`src/rtl/dmem_arb_pkg.sv`:
```
// Shared definitions for the data-memory port arbiter.
//   - FSM state encoding (IDLE / ACC / CAP)
//   - transaction owner encoding (NONE / CORE / DBG)
//   - default starvation limit for the debug requester
package dmem_arb_pkg;

    typedef logic [1:0] arb_state_t;
    typedef logic [1:0] owner_t;

    localparam arb_state_t ST_IDLE = 2'd0;
    localparam arb_state_t ST_ACC  = 2'd1;
    localparam arb_state_t ST_CAP  = 2'd2;

    localparam owner_t OWN_NONE = 2'd0;
    localparam owner_t OWN_CORE = 2'd1;
    localparam owner_t OWN_DBG  = 2'd2;

    localparam int STARVE_LIMIT_DEFAULT = 4;

endpackage

```
`src/rtl/dmem_arb_prio.sv`:
```
// Grant decision and starvation counter for the data-memory port arbiter.
// Ports:
//   clk, reset   - rising-edge clock, asynchronous active-high reset
//   arb_en       - high while the FSM is in IDLE (grants only happen then)
//   core_req     - core request, already masked by its own ack
//   dbg_req      - debug request, already masked by its own ack
//   grant        - combinational winner for this cycle (OWN_NONE/CORE/DBG)
module dmem_arb_prio
    import dmem_arb_pkg::*;
#(
    parameter int STARVE_LIMIT = STARVE_LIMIT_DEFAULT
) (
    input  logic   clk,
    input  logic   reset,
    input  logic   arb_en,
    input  logic   core_req,
    input  logic   dbg_req,
    output owner_t grant
);

    localparam logic [2:0] LIMIT = 3'(STARVE_LIMIT);

    logic [2:0] starve_cnt;

    // Core wins by fixed priority unless it has already been granted
    // LIMIT times in a row while debug was waiting.
    always_comb begin
        grant = OWN_NONE;
        if (arb_en) begin
            if (dbg_req && (!core_req || starve_cnt == LIMIT)) begin
                grant = OWN_DBG;
            end else if (core_req) begin
                grant = OWN_CORE;
            end
        end
    end

    // Counter only moves when a grant is actually made; an IDLE cycle
    // with nobody eligible leaves it alone.
    always_ff @(posedge clk or posedge reset) begin
        if (reset) begin
            starve_cnt <= 3'd0;
        end else if (grant == OWN_DBG) begin
            starve_cnt <= 3'd0;
        end else if (grant == OWN_CORE) begin
            starve_cnt <= dbg_req ? starve_cnt + 3'd1 : 3'd0;
        end
    end

endmodule

```
`src/rtl/dmem_port_arbiter.sv`:
```
// Two-requester arbiter in front of a single synchronous-RAM port.
// Each transaction runs IDLE -> ACC -> CAP -> IDLE; the ack for the
// winner pulses in the IDLE cycle after CAP (3 cycles after the request
// was sampled).
// Handshake: a requester raises req with a stable payload and holds both
// until its ack pulse; req is only sampled in IDLE, a requester whose ack
// is high that cycle is ignored, and dropping req after the grant does
// not cancel the access.
// Ports:
//   clk, reset                           - clock, async active-high reset
//   core_req/we/addr/wdata, core_rdata/ack - core requester
//   dbg_req/we/addr/wdata, dbg_rdata/ack   - debug/LCD readback requester
//   mem_we/addr/wdata, mem_rdata         - RAM port (rdata one cycle late)
//   busy                                 - FSM not in IDLE
//   fsm_state                            - current FSM state (debug)
// Build option: DMEM_ARB_DBG_WRITE_EN lets dbg_we=1 perform RAM writes;
// without it debug accesses are always reads.
module dmem_port_arbiter
    import dmem_arb_pkg::*;
#(
    parameter int ADDR_W       = 32,
    parameter int DATA_W       = 32,
    parameter int STARVE_LIMIT = STARVE_LIMIT_DEFAULT
) (
    input  logic              clk,
    input  logic              reset,
    input  logic              core_req,
    input  logic              core_we,
    input  logic [ADDR_W-1:0] core_addr,
    input  logic [DATA_W-1:0] core_wdata,
    output logic [DATA_W-1:0] core_rdata,
    output logic              core_ack,
    input  logic              dbg_req,
    input  logic              dbg_we,
    input  logic [ADDR_W-1:0] dbg_addr,
    input  logic [DATA_W-1:0] dbg_wdata,
    output logic [DATA_W-1:0] dbg_rdata,
    output logic              dbg_ack,
    output logic              mem_we,
    output logic [ADDR_W-1:0] mem_addr,
    output logic [DATA_W-1:0] mem_wdata,
    input  logic [DATA_W-1:0] mem_rdata,
    output logic              busy,
    output arb_state_t        fsm_state
);

    arb_state_t state;
    owner_t     owner;
    owner_t     grant;
    logic       dbg_we_eff;

`ifdef DMEM_ARB_DBG_WRITE_EN
    assign dbg_we_eff = dbg_we;
`else
    // Debug writes are demoted to reads in this build.
    logic dbg_we_unused;
    assign dbg_we_unused = dbg_we;
    assign dbg_we_eff    = 1'b0;
`endif

    assign busy      = (state != ST_IDLE);
    assign fsm_state = state;

    dmem_arb_prio #(
        .STARVE_LIMIT (STARVE_LIMIT)
    ) u_prio (
        .clk      (clk),
        .reset    (reset),
        .arb_en   (state == ST_IDLE),
        .core_req (core_req & ~core_ack),
        .dbg_req  (dbg_req & ~dbg_ack),
        .grant    (grant)
    );

    // mem_we is a one-cycle pulse aligned to ACC; mem_addr/mem_wdata are
    // loaded at the grant edge and simply hold afterwards.
    always_ff @(posedge clk or posedge reset) begin
        if (reset) begin
            state      <= ST_IDLE;
            owner      <= OWN_NONE;
            mem_we     <= 1'b0;
            mem_addr   <= '0;
            mem_wdata  <= '0;
            core_rdata <= '0;
            dbg_rdata  <= '0;
            core_ack   <= 1'b0;
            dbg_ack    <= 1'b0;
        end else begin
            mem_we   <= 1'b0;
            core_ack <= 1'b0;
            dbg_ack  <= 1'b0;
            case (state)
                ST_IDLE: begin
                    if (grant == OWN_CORE) begin
                        state     <= ST_ACC;
                        owner     <= OWN_CORE;
                        mem_we    <= core_we;
                        mem_addr  <= core_addr;
                        mem_wdata <= core_wdata;
                    end else if (grant == OWN_DBG) begin
                        state     <= ST_ACC;
                        owner     <= OWN_DBG;
                        mem_we    <= dbg_we_eff;
                        mem_addr  <= dbg_addr;
                        mem_wdata <= dbg_wdata;
                    end
                end
                ST_ACC: begin
                    state <= ST_CAP;
                end
                ST_CAP: begin
                    // mem_rdata now carries the RAM output for the ACC cycle.
                    state <= ST_IDLE;
                    owner <= OWN_NONE;
                    if (owner == OWN_CORE) begin
                        core_rdata <= mem_rdata;
                        core_ack   <= 1'b1;
                    end else if (owner == OWN_DBG) begin
                        dbg_rdata <= mem_rdata;
                        dbg_ack   <= 1'b1;
                    end
                end
                default: begin
                    state <= ST_IDLE;
                    owner <= OWN_NONE;
                end
            endcase
        end
    end

endmodule

```
`config.mk`:
```
export PLATFORM = sky130hd
export DESIGN_NAME = dmem_port_arbiter
export DESIGN_NICKNAME = d
export VERILOG_FILES = /design/src/rtl/dmem_arb_pkg.sv /design/src/rtl/dmem_arb_prio.sv /design/src/rtl/dmem_port_arbiter.sv
export SDC_FILE = /design/constraint.sdc
export NUM_CORES = 1
export LEC_CHECK = 0
export ABC_AREA = 1
export CAP_MARGIN = 40
export CORE_MARGIN = 2
export CORE_UTILIZATION = 37
export DETAILED_ROUTE_END_ITERATION = 6
export PLACE_DENSITY = 0.76
export SYNTH_ARGS = -nofsm -noshare
export SYNTH_HDL_FRONTEND = slang
export SYNTH_SLANG_ARGS = --single-unit
```
`constraint.sdc`:
```
create_clock -name clk -period 4.1 [get_ports clk]
set_input_delay 0.615 -clock clk [delete_from_list [all_inputs] [get_ports clk]]
set_output_delay 0.615 -clock clk [all_outputs]
set_load 0.02 [all_outputs]
```
# ---- Word-level counts from Yosys, hierarchy flattened
# Cells that the tools add are included.
dict set report op_classes {
  n_addsub 1
  eq_ne 8
  n_mux 23
  n_bitwise 6
  reduce_logical 10
}
# op n
set op_table {}
lappend op_table {{$mux 32} 4}
lappend op_table {{$mux 2} 6}
lappend op_table {{$mux 3} 3}
lappend op_table {{$mux 1} 8}
lappend op_table {{$pmux 2 s2} 2}
lappend op_table {{$eq 2x1->1 const B} 3}
lappend op_table {{$eq 2x2->1 const B} 3}
lappend op_table {{$reduce_and 2->1} 3}
lappend op_table {{$not 1->1} 4}
lappend op_table {{$reduce_bool 2->1} 2}
lappend op_table {{$add 3x1->3 const B} 1}
lappend op_table {{$eq 3x3->1 const B} 1}
lappend op_table {{$ne 3x3->1 const B} 1}
lappend op_table {{$reduce_and 3->1} 1}
lappend op_table {{$and 1x1->1} 2}
lappend op_table {{$logic_not 2->1} 1}
lappend op_table {{$logic_and 1x1->1} 1}
lappend op_table {{$logic_not 1->1} 1}
lappend op_table {{$logic_or 1x1->1} 1}
dict set report totals {
  reg_bits 138
  input_bits 166
  output_inout_bits 134
  elab_cells 58
}

# ---- Logic depth before layout (Yosys ltp)
# Gate-level depths: netlist (run 1).
dict set report depth {
  ltp_word 11
  ltp_mapped 14
  depth_no_buf 12
}

# ---- Modules after synthesis
# A second synthesis (run 1) with hierarchy kept.
dict set report unflattened {
  cells_unflattened 797
  area_unflattened_um2 6286.0
}
# module n_inst cells_per_inst area_each_um2 seq_area_each_um2
set modules_own_cells {}
lappend modules_own_cells {dmem_port_arbiter 1 764 6063.3 3378.2}
lappend modules_own_cells {dmem_arb_prio 1 33 222.7 75.1}

# ---- Worst setup path before layout (run 1)
# Ideal clock, no wire load.
dict set report synth_timing {
  path_type {input -> register}
  startpoint {input core_req}
  endpoint {register mem_addr[0]}
  setup_ps 116
  t_arrival_ps 1870
  required_time_ps 3984
  path_slack_ps 2113
  cell_stages 12
  n_path_buf 2
  cell_sequence {inv_1 > nor2_1 > nand2_1 > nand3_1 > inv_1 > ha_1 > inv_2 > nand2_1 > buf_2 > buf_2 > nand2_1 > nand2_1}
}
dict set report synth_between {
  elab_chain_len 9
  word_cells_on_any_way 12
  classes_between {eq/ne (2); mux (4); bitwise (1); reduce/logical (5)}
}
# item line
set synth_rtl {}
lappend synth_rtl {{from (decl)} dmem_port_arbiter.sv:27} ;# input logic core_req,
lappend synth_rtl {{$and 1x1->1 (*)} dmem_port_arbiter.sv:70} ;# .core_req (core_req & ~core_ack),
lappend synth_rtl {{$logic_not 1->1} dmem_arb_prio.sv:30} ;# if (dbg_req && (!core_req || starve_cnt == LIMIT)) begin
lappend synth_rtl {{$logic_or 1x1->1} dmem_arb_prio.sv:30}
lappend synth_rtl {{$logic_and 1x1->1} dmem_arb_prio.sv:30}
lappend synth_rtl {{$mux 2 (*)} dmem_arb_prio.sv:30}
lappend synth_rtl {{$mux 2 (*)} dmem_arb_prio.sv:29} ;# if (arb_en) begin
lappend synth_rtl {{$eq 2x1->1 or $eq 2x2->1 (tied branches)} {dmem_port_arbiter.sv:94, dmem_port_arbiter.sv:100}}
lappend synth_rtl {{$reduce_bool 2->1 (no source line)} -}
lappend synth_rtl {{$reduce_and 2->1 (no source line)} -}
lappend synth_rtl {{to (signal assigned)} dmem_port_arbiter.sv:98} ;# mem_addr <= core_addr;
lappend synth_rtl {{to (signal assigned)} dmem_port_arbiter.sv:104} ;# mem_addr <= dbg_addr;
lappend synth_rtl {{to (decl)} dmem_port_arbiter.sv:40} ;# output logic [ADDR_W-1:0] mem_addr,
# Mark *: on every way between the ends. The rest lies on a longest branch, timed or not.
# A chain may end at the register's enable or synchronous reset.

# ---- Worst setup path in the final report (run 1)
dict set report layout_timing {
  startpoint {input core_req}
  endpoint {register mem_wdata[29]}
}
dict set report layout_between {
  elab_chain_len 9
  word_cells_on_any_way 12
  classes_between {eq/ne (2); mux (4); bitwise (1); reduce/logical (5)}
}
# item line
set layout_rtl {}
lappend layout_rtl {{$and 1x1->1 (*)} dmem_port_arbiter.sv:70}
lappend layout_rtl {{$logic_not 1->1} dmem_arb_prio.sv:30}
lappend layout_rtl {{$logic_or 1x1->1} dmem_arb_prio.sv:30}
lappend layout_rtl {{$logic_and 1x1->1} dmem_arb_prio.sv:30}
lappend layout_rtl {{$mux 2 (*)} dmem_arb_prio.sv:30}
lappend layout_rtl {{$mux 2 (*)} dmem_arb_prio.sv:29}
lappend layout_rtl {{$eq 2x1->1 or $eq 2x2->1 (tied branches)} {dmem_port_arbiter.sv:94, dmem_port_arbiter.sv:100}}
lappend layout_rtl {{$reduce_bool 2->1 (no source line)} -}
lappend layout_rtl {{$reduce_and 2->1 (no source line)} -}
lappend layout_rtl {{to (signal assigned)} dmem_port_arbiter.sv:99} ;# mem_wdata <= core_wdata;
lappend layout_rtl {{to (signal assigned)} dmem_port_arbiter.sv:105} ;# mem_wdata <= dbg_wdata;
lappend layout_rtl {{to (decl)} dmem_port_arbiter.sv:41} ;# output logic [DATA_W-1:0] mem_wdata,
# Marks and branches as above.

==> flow_summary.yaml, run 1 <==
yosys:
  synth_area_leader_cell: "dfrtp_1"
  yosysSeqAreaShare: 0.554
  syn_avg_cell_area_um2: 7.56
  synthesis.area_mm2: 0.00623
  synth_cells: 824
  synth_top_area_share: 0.554
  synth_area_leaders: "dfrtp_1 55%, nand2_1 32%, nand3_1 5.5%"
  synth_cell_types: 14
  synth-seq-cells: 138
  yosysWarnings: 0
  syn_nets: 994
floorplanning:
  rows: 47
  core_mm2: 0.0165
  die_w_um: 134
  floorplan.initialDensity: 0.377
  io_pins: 300
  die_height_um: 134
  die-area_mm2: 0.0179
global_routing:
  antenna_found_initial: 0
  grt_max_degree: 86
  grt_overflow: 0
  track_usage: 0.223
  first_global_vias: 6150
  grt_first_pass_wirelength_um: 31500
drt:
  drt-vias-per-instance: 4.62
  drcViolationCount: 0
  vias: 6181
  drtIter0Drc: 256
  ant_nets: 0
  routed_wl_um: 20100
  drt-wirelength-per-cell_um: 15.0
  first_pass_iters: 5
cells_and_area:
  post-route-util: 0.604
  final_cell_mix: "529 x nand2_1, 298 x clkdlybuf4s50_1, 138 x dfrtp_1, 69 x nand3_1, 17 x clkbuf_16"
  layout_commonest_cell: "nand2_1"
  nFillCells: 1486
  nets: 1276
  area_delta_synth_final_pct: 60.2
  multi_input_area_mm2: 0.00247
  antenna_cells: 0
  drive_above_1_share: 0.0492
  regArea_mm2: 0.00345
power:
  p_total_mw: 7.94
  power_density_mw_per_mm2: 795
  p_leak_nw: 5.00
  peakVddDrop_mv: 0.466
flow_run:
  max-cap-violations: 0
setup_path:
  end_kind: "flip-flop"
  worst-path-max-fanout: 40
  r2r-end: "mem_wdata[29]"
  crit-reg2reg-launch: "fsm_state[0]"
  cp.required_ns: 4.45
  critPathKind: "in2reg"
  arrival_ns: 2.86
  ff2ff_path_depth: 11
  cp-endpoint: "mem_wdata[29]"
  startpoint: "core_req"
  ff2ff_setup_slack_ns: 1.70
  critical_path.startpoint_type: "input pin"
cts:
  cts_hold_buf: 0
  cts_buffers: 17
  cts.clk_slew.worst_paths_ns: 0.06
  ctsResizeCount: 0
  cts_tree: "done"
  cts_setup_buffers: 0
  htree_levels: 4
  clockBufferDepth: 2
  cts_root_buf: "clkbuf_16"
  cts.sinks: 138
  clock_latency_ns: 0.41
placed_design:
  io_buffers: 298
  place_hpwl_um: 13900
  globalplace.congestion: 0.761
sta:
  hold_viol: 0
  rsz0062_at_grt: "false"
  setup_viol: 0
  min_period_ns: 2.51
  fmax_mhz: 398
  finClkSkew_ns: 0.00558
  tightest_slew_ns: 0.735
  drv_slew: 0
  post-route-period-util: 0.612
  slew-limit-headroom: 0.510
  fin_setup_tns_ns: 0
run_status:
  status: "finished clean"
hold_path:
  hold_class: "reg2reg"
==> logic make-up (layout without fill, tap and decap cells) <==
| kind of cell | count (synthesis) | in the layout | share of synthesized area |
|---|---|---|---|
| fa+ha+maj | 4 | 4 | 0.00803 |
| buf+inv | 68 | 363 | 0.0518 |
| simple gates | 608 | 608 | 0.381 |
| compound gates | 6 | 6 | 0.00482 |
| flops | 138 | 138 | 0.554 |
==> per-layer routing <==
layer	global-route usage	wire length (um)	up-vias
met5	0	0	-
li1	-	-	3081
met3	0.0949	2150	22
met2	0.381	9670	223
met1	0.259	8020	2855
met4	0.0556	221	0
==> through the flow <==
| step | hold WS [ns] | setup WS (ns) | std cells | area, um2 |
|---|---|---|---|---|
| 2_1_floorplan | 0.481 | 1.76 | 824 | 6240 |
| 3_3_place_gp | 0.453 | 1.21 | 1307 | 9380 |
| 3_5_place_dp | 0.458 | 1.16 | 1307 | 9380 |
| 4_1_cts | 0.473 | 1.59 | 1339 | 9990 |
| 5_1_grt | 0.489 | 1.41 | 1339 | 9990 |
| 6_report | 0.468 | 1.59 | 1339 | 9990 |
==> registers in the layout, summed over array words and instances, names as in the netlist <==
register	flops
fsm_state	2
core_rdata	32
mem_we	1
core_ack	1
u_prio.starve_cnt	3
dbg_ack	1
mem_addr	32
mem_wdata	32
owner	2
dbg_rdata	32
==> critical path, cell delays in order <==
cell	delay (ns)
clkdlybuf4s50_1	0.46
inv_1	0.04
nor2_1	0.12
nand2_1	0.10
nand3_1	0.10
inv_1	0.05
ha_1	0.31
inv_2	0.15
nand2_2	0.08
inv_2	0.36
buf_12	0.27
nand2_1	0.09
nand2_1	0.07
==> how the worst min path moves through the flow <==
stage | start | endpoint | slack [ns] | cells after the start
detailed placement | dbg_rdata[16] | dbg_rdata[16] | 0.46 | 2
floorplan | u_prio.starve_cnt[0] | u_prio.starve_cnt[0] | 0.48 | 2
CTS | core_rdata[23] | core_rdata[23] | 0.47 | 2
global placement | dbg_rdata[4] | dbg_rdata[4] | 0.45 | 2
finish | dbg_rdata[26] | dbg_rdata[26] | 0.47 | 2
global route | core_rdata[23] | core_rdata[23] | 0.49 | 2
==> cells in the mapped netlist <==
| cell type | n |
|---|---|
| nor2_1 | 6 |
| dfrtp_1 | 138 |
| buf_1 | 1 |
| nor2_2 | 3 |
| inv_2 | 3 |
| inv_1 | 18 |
| buf_4 | 7 |
| nand2_1 | 530 |
| ha_1 | 4 |
| buf_2 | 33 |
| nand3_1 | 69 |
| a21oi_1 | 1 |
| clkbuf_1 | 6 |
| o21ai_0 | 5 |
==> report_power, final <==
part | switching, mW | internal, mW
logic | 2.32 | 1.67
clock network | 0.614 | 0.976
registers | 0.357 | 2.01
total | 3.29 | 4.65
==> final cells by class <==
cell class	count	share of cell area
clock buffer	18	0.0440
clock inverter	14	0.0170
inverter	21	0.00827
multi-input combinational	618	0.247
sequential	138	0.346
tap	220	0.0276
timing repair buffer	310	0.310
No activity file was read; power rests on OpenSTA's default activity.
==> run 2: changes to the inputs <==
Settings changed: CORE_UTILIZATION 37 to 41, PLACE_DENSITY 0.76 to 0.8.
Clock period 4.1 ns to 2.5 ns, I/O delays scaled along.
==> flow_summary.yaml, run 2 (synthesized netlist as in run 1, its figures left out) <==
drt:
  drt-vias-per-instance: 4.77
  drcViolationCount: 0
  drtIter0Drc: 361
  drt-wirelength-per-cell_um: 15.2
  first_pass_iters: 4
  routed_wl_um: 19900
  vias: 6248
  ant_nets: 0
cells_and_area:
  nFillCells: 1204
  area_delta_synth_final_pct: 62.3
  final_cell_mix: "529 x nand2_1, 298 x clkdlybuf4s50_1, 138 x dfrtp_1, 69 x nand3_1, 17 x clkbuf_16"
  nets: 1279
  antenna_cells: 0
  fin_area_mm2: 0.0101
  fin_cells: 1310
  regArea_mm2: 0.00345
  multi_input_area_mm2: 0.00247
  drive_above_1_share: 0.0517
  layout_commonest_cell: "nand2_1"
  post-route-util: 0.673
global_routing:
  antenna_found_initial: 0
  grt_first_pass_wirelength_um: 31200
  grt_max_degree: 84
  track_usage: 0.247
  first_global_vias: 6248
  grt_overflow: 0
sta:
  fin_setup_tns_ns: 0
  timing.hold.ws_ns: 0.414
  min_period_ns: 2.14
  setup_viol: 0
  post-route-period-util: 0.857
  rsz0062_at_grt: "false"
  hold_viol: 0
  layout_setup_ws_ns: 0.357
  fmax_mhz: 467
  drv_slew: 0
  slew-limit-headroom: 0.699
  tightest_slew_ns: 0.451
  finClkSkew_ns: 0.00776
hold_path:
  hold_class: "in2async"
setup_path:
  slowest_stage: "clkdlybuf4s50_1"
  end_kind: "output pin"
  crit-reg2reg-launch: "fsm_state[0]"
  r2r-end: "mem_addr[7]"
  cp-endpoint: "busy"
  critPathKind: "reg2out"
  critical_path.startpoint_type: "flip-flop"
  worst-path-max-fanout: 5
  ff2ff_path_depth: 11
  slowest_delay_ns: 0.65
  cp_cell_sequence: "inv_1 > nand2_1 > clkdlybuf4s50_1"
  cp.required_ns: 2.12
  arrival_ns: 1.77
  ff2ff_setup_slack_ns: 0.47
  startpoint: "fsm_state[0]"
cts:
  ctsResizeCount: 0
  clockBufferDepth: 2
  cts.clk_slew.worst_paths_ns: 0.06
  htree_levels: 4
  cts_root_buf: "clkbuf_16"
  cts.sinks: 138
  clock_latency_ns: 0.42
  cts_setup_buffers: 0
  cts_buffers: 17
  cts_hold_buf: 0
  cts_tree: "done"
flow_run:
  max-cap-violations: 0
floorplanning:
  core_mm2: 0.0150
  die_height_um: 127
  die-area_mm2: 0.0162
  rows: 45
  die_w_um: 127
  io_pins: 300
  floorplan.initialDensity: 0.415
placed_design:
  place_area_mm2: 0.00944
  pre_cts_ws_ns: 0.168
  dp.cells: 1278
  globalplace.congestion: 0.805
  place_hpwl_um: 13900
  io_buffers: 298
power:
  p_sw_mw: 5.40
  p_int_mw: 8.05
  swShare: 0.402
  peakVddDrop_mv: 0.672
  p_leak_nw: 5.09
  power_density_mw_per_mm2: 1330
  sequentialPowerShare: 0.289
  p_total_mw: 13.5
  p_clk_frac: 0.215
  combPwrFrac: 0.495
run_status:
  status: "finished clean"
[run 2: changes by cell type in the layout (fill, tap and decap cells not counted), sizes merged]
cell / before / now
buf: 12 / 15
bufinv: 3 / 6
clkinvlp: 5 / 2
[run 2: area by class of cell]
cell class,count,share of cell area
Sequential cell,138,0.341
Clock buffer,18,0.0434
Tap cell,188,0.0233
Multi-Input combinational cell,618,0.244
Clock inverter,14,0.0239
Inverter,21,0.00816
Timing Repair Buffer,313,0.316
[run 2: power by group through the flow]
stage | sequential [mW] | clock, mW | combinational (mW)
finish | 3.89 | 2.90 | 6.66
floorplan | 5.10 | 0 | 2.29
global route | 4.02 | 3.06 | 7.26
global placement | 3.86 | 0 | 6.59
detailed placement | 3.90 | 0 | 6.71
CTS | 3.89 | 2.95 | 6.74
[run 2: worst min path at each step]
stage / from / depth (start not counted) / endpoint / slack, ns
final: reset / 3 / mem_wdata[19] / 0.41
after CTS: reset / 3 / mem_wdata[24] / 0.41
after global routing: reset / 3 / mem_wdata[19] / 0.43
after global placement: dbg_rdata[8] / 2 / dbg_rdata[8] / 0.45
after detailed placement: dbg_rdata[23] / 2 / dbg_rdata[23] / 0.46
after floorplan: u_prio.starve_cnt[0] / 2 / u_prio.starve_cnt[0] / 0.48
[run 2: metal layers]
layer | vias to the layer above | track usage | part of all wire
li1 | 3084 | - | -
met1 | 2886 | 0.277 | 0.40
met2 | 240 | 0.422 | 0.48
met3 | 38 | 0.0972 | 0.099
met4 | 0 | 0.0957 | 0.025
met5 | - | 0 | 0
[run 2: worst max-delay path, delay by kind of cell (launching register included)]
| kind | cells | cell delay (ns) |
|---|---|---|
| buffers and inverters | 2 | 0.74 |
| DFF | 1 | 0.50 |
| and+or+nand+nor | 1 | 0.11 |
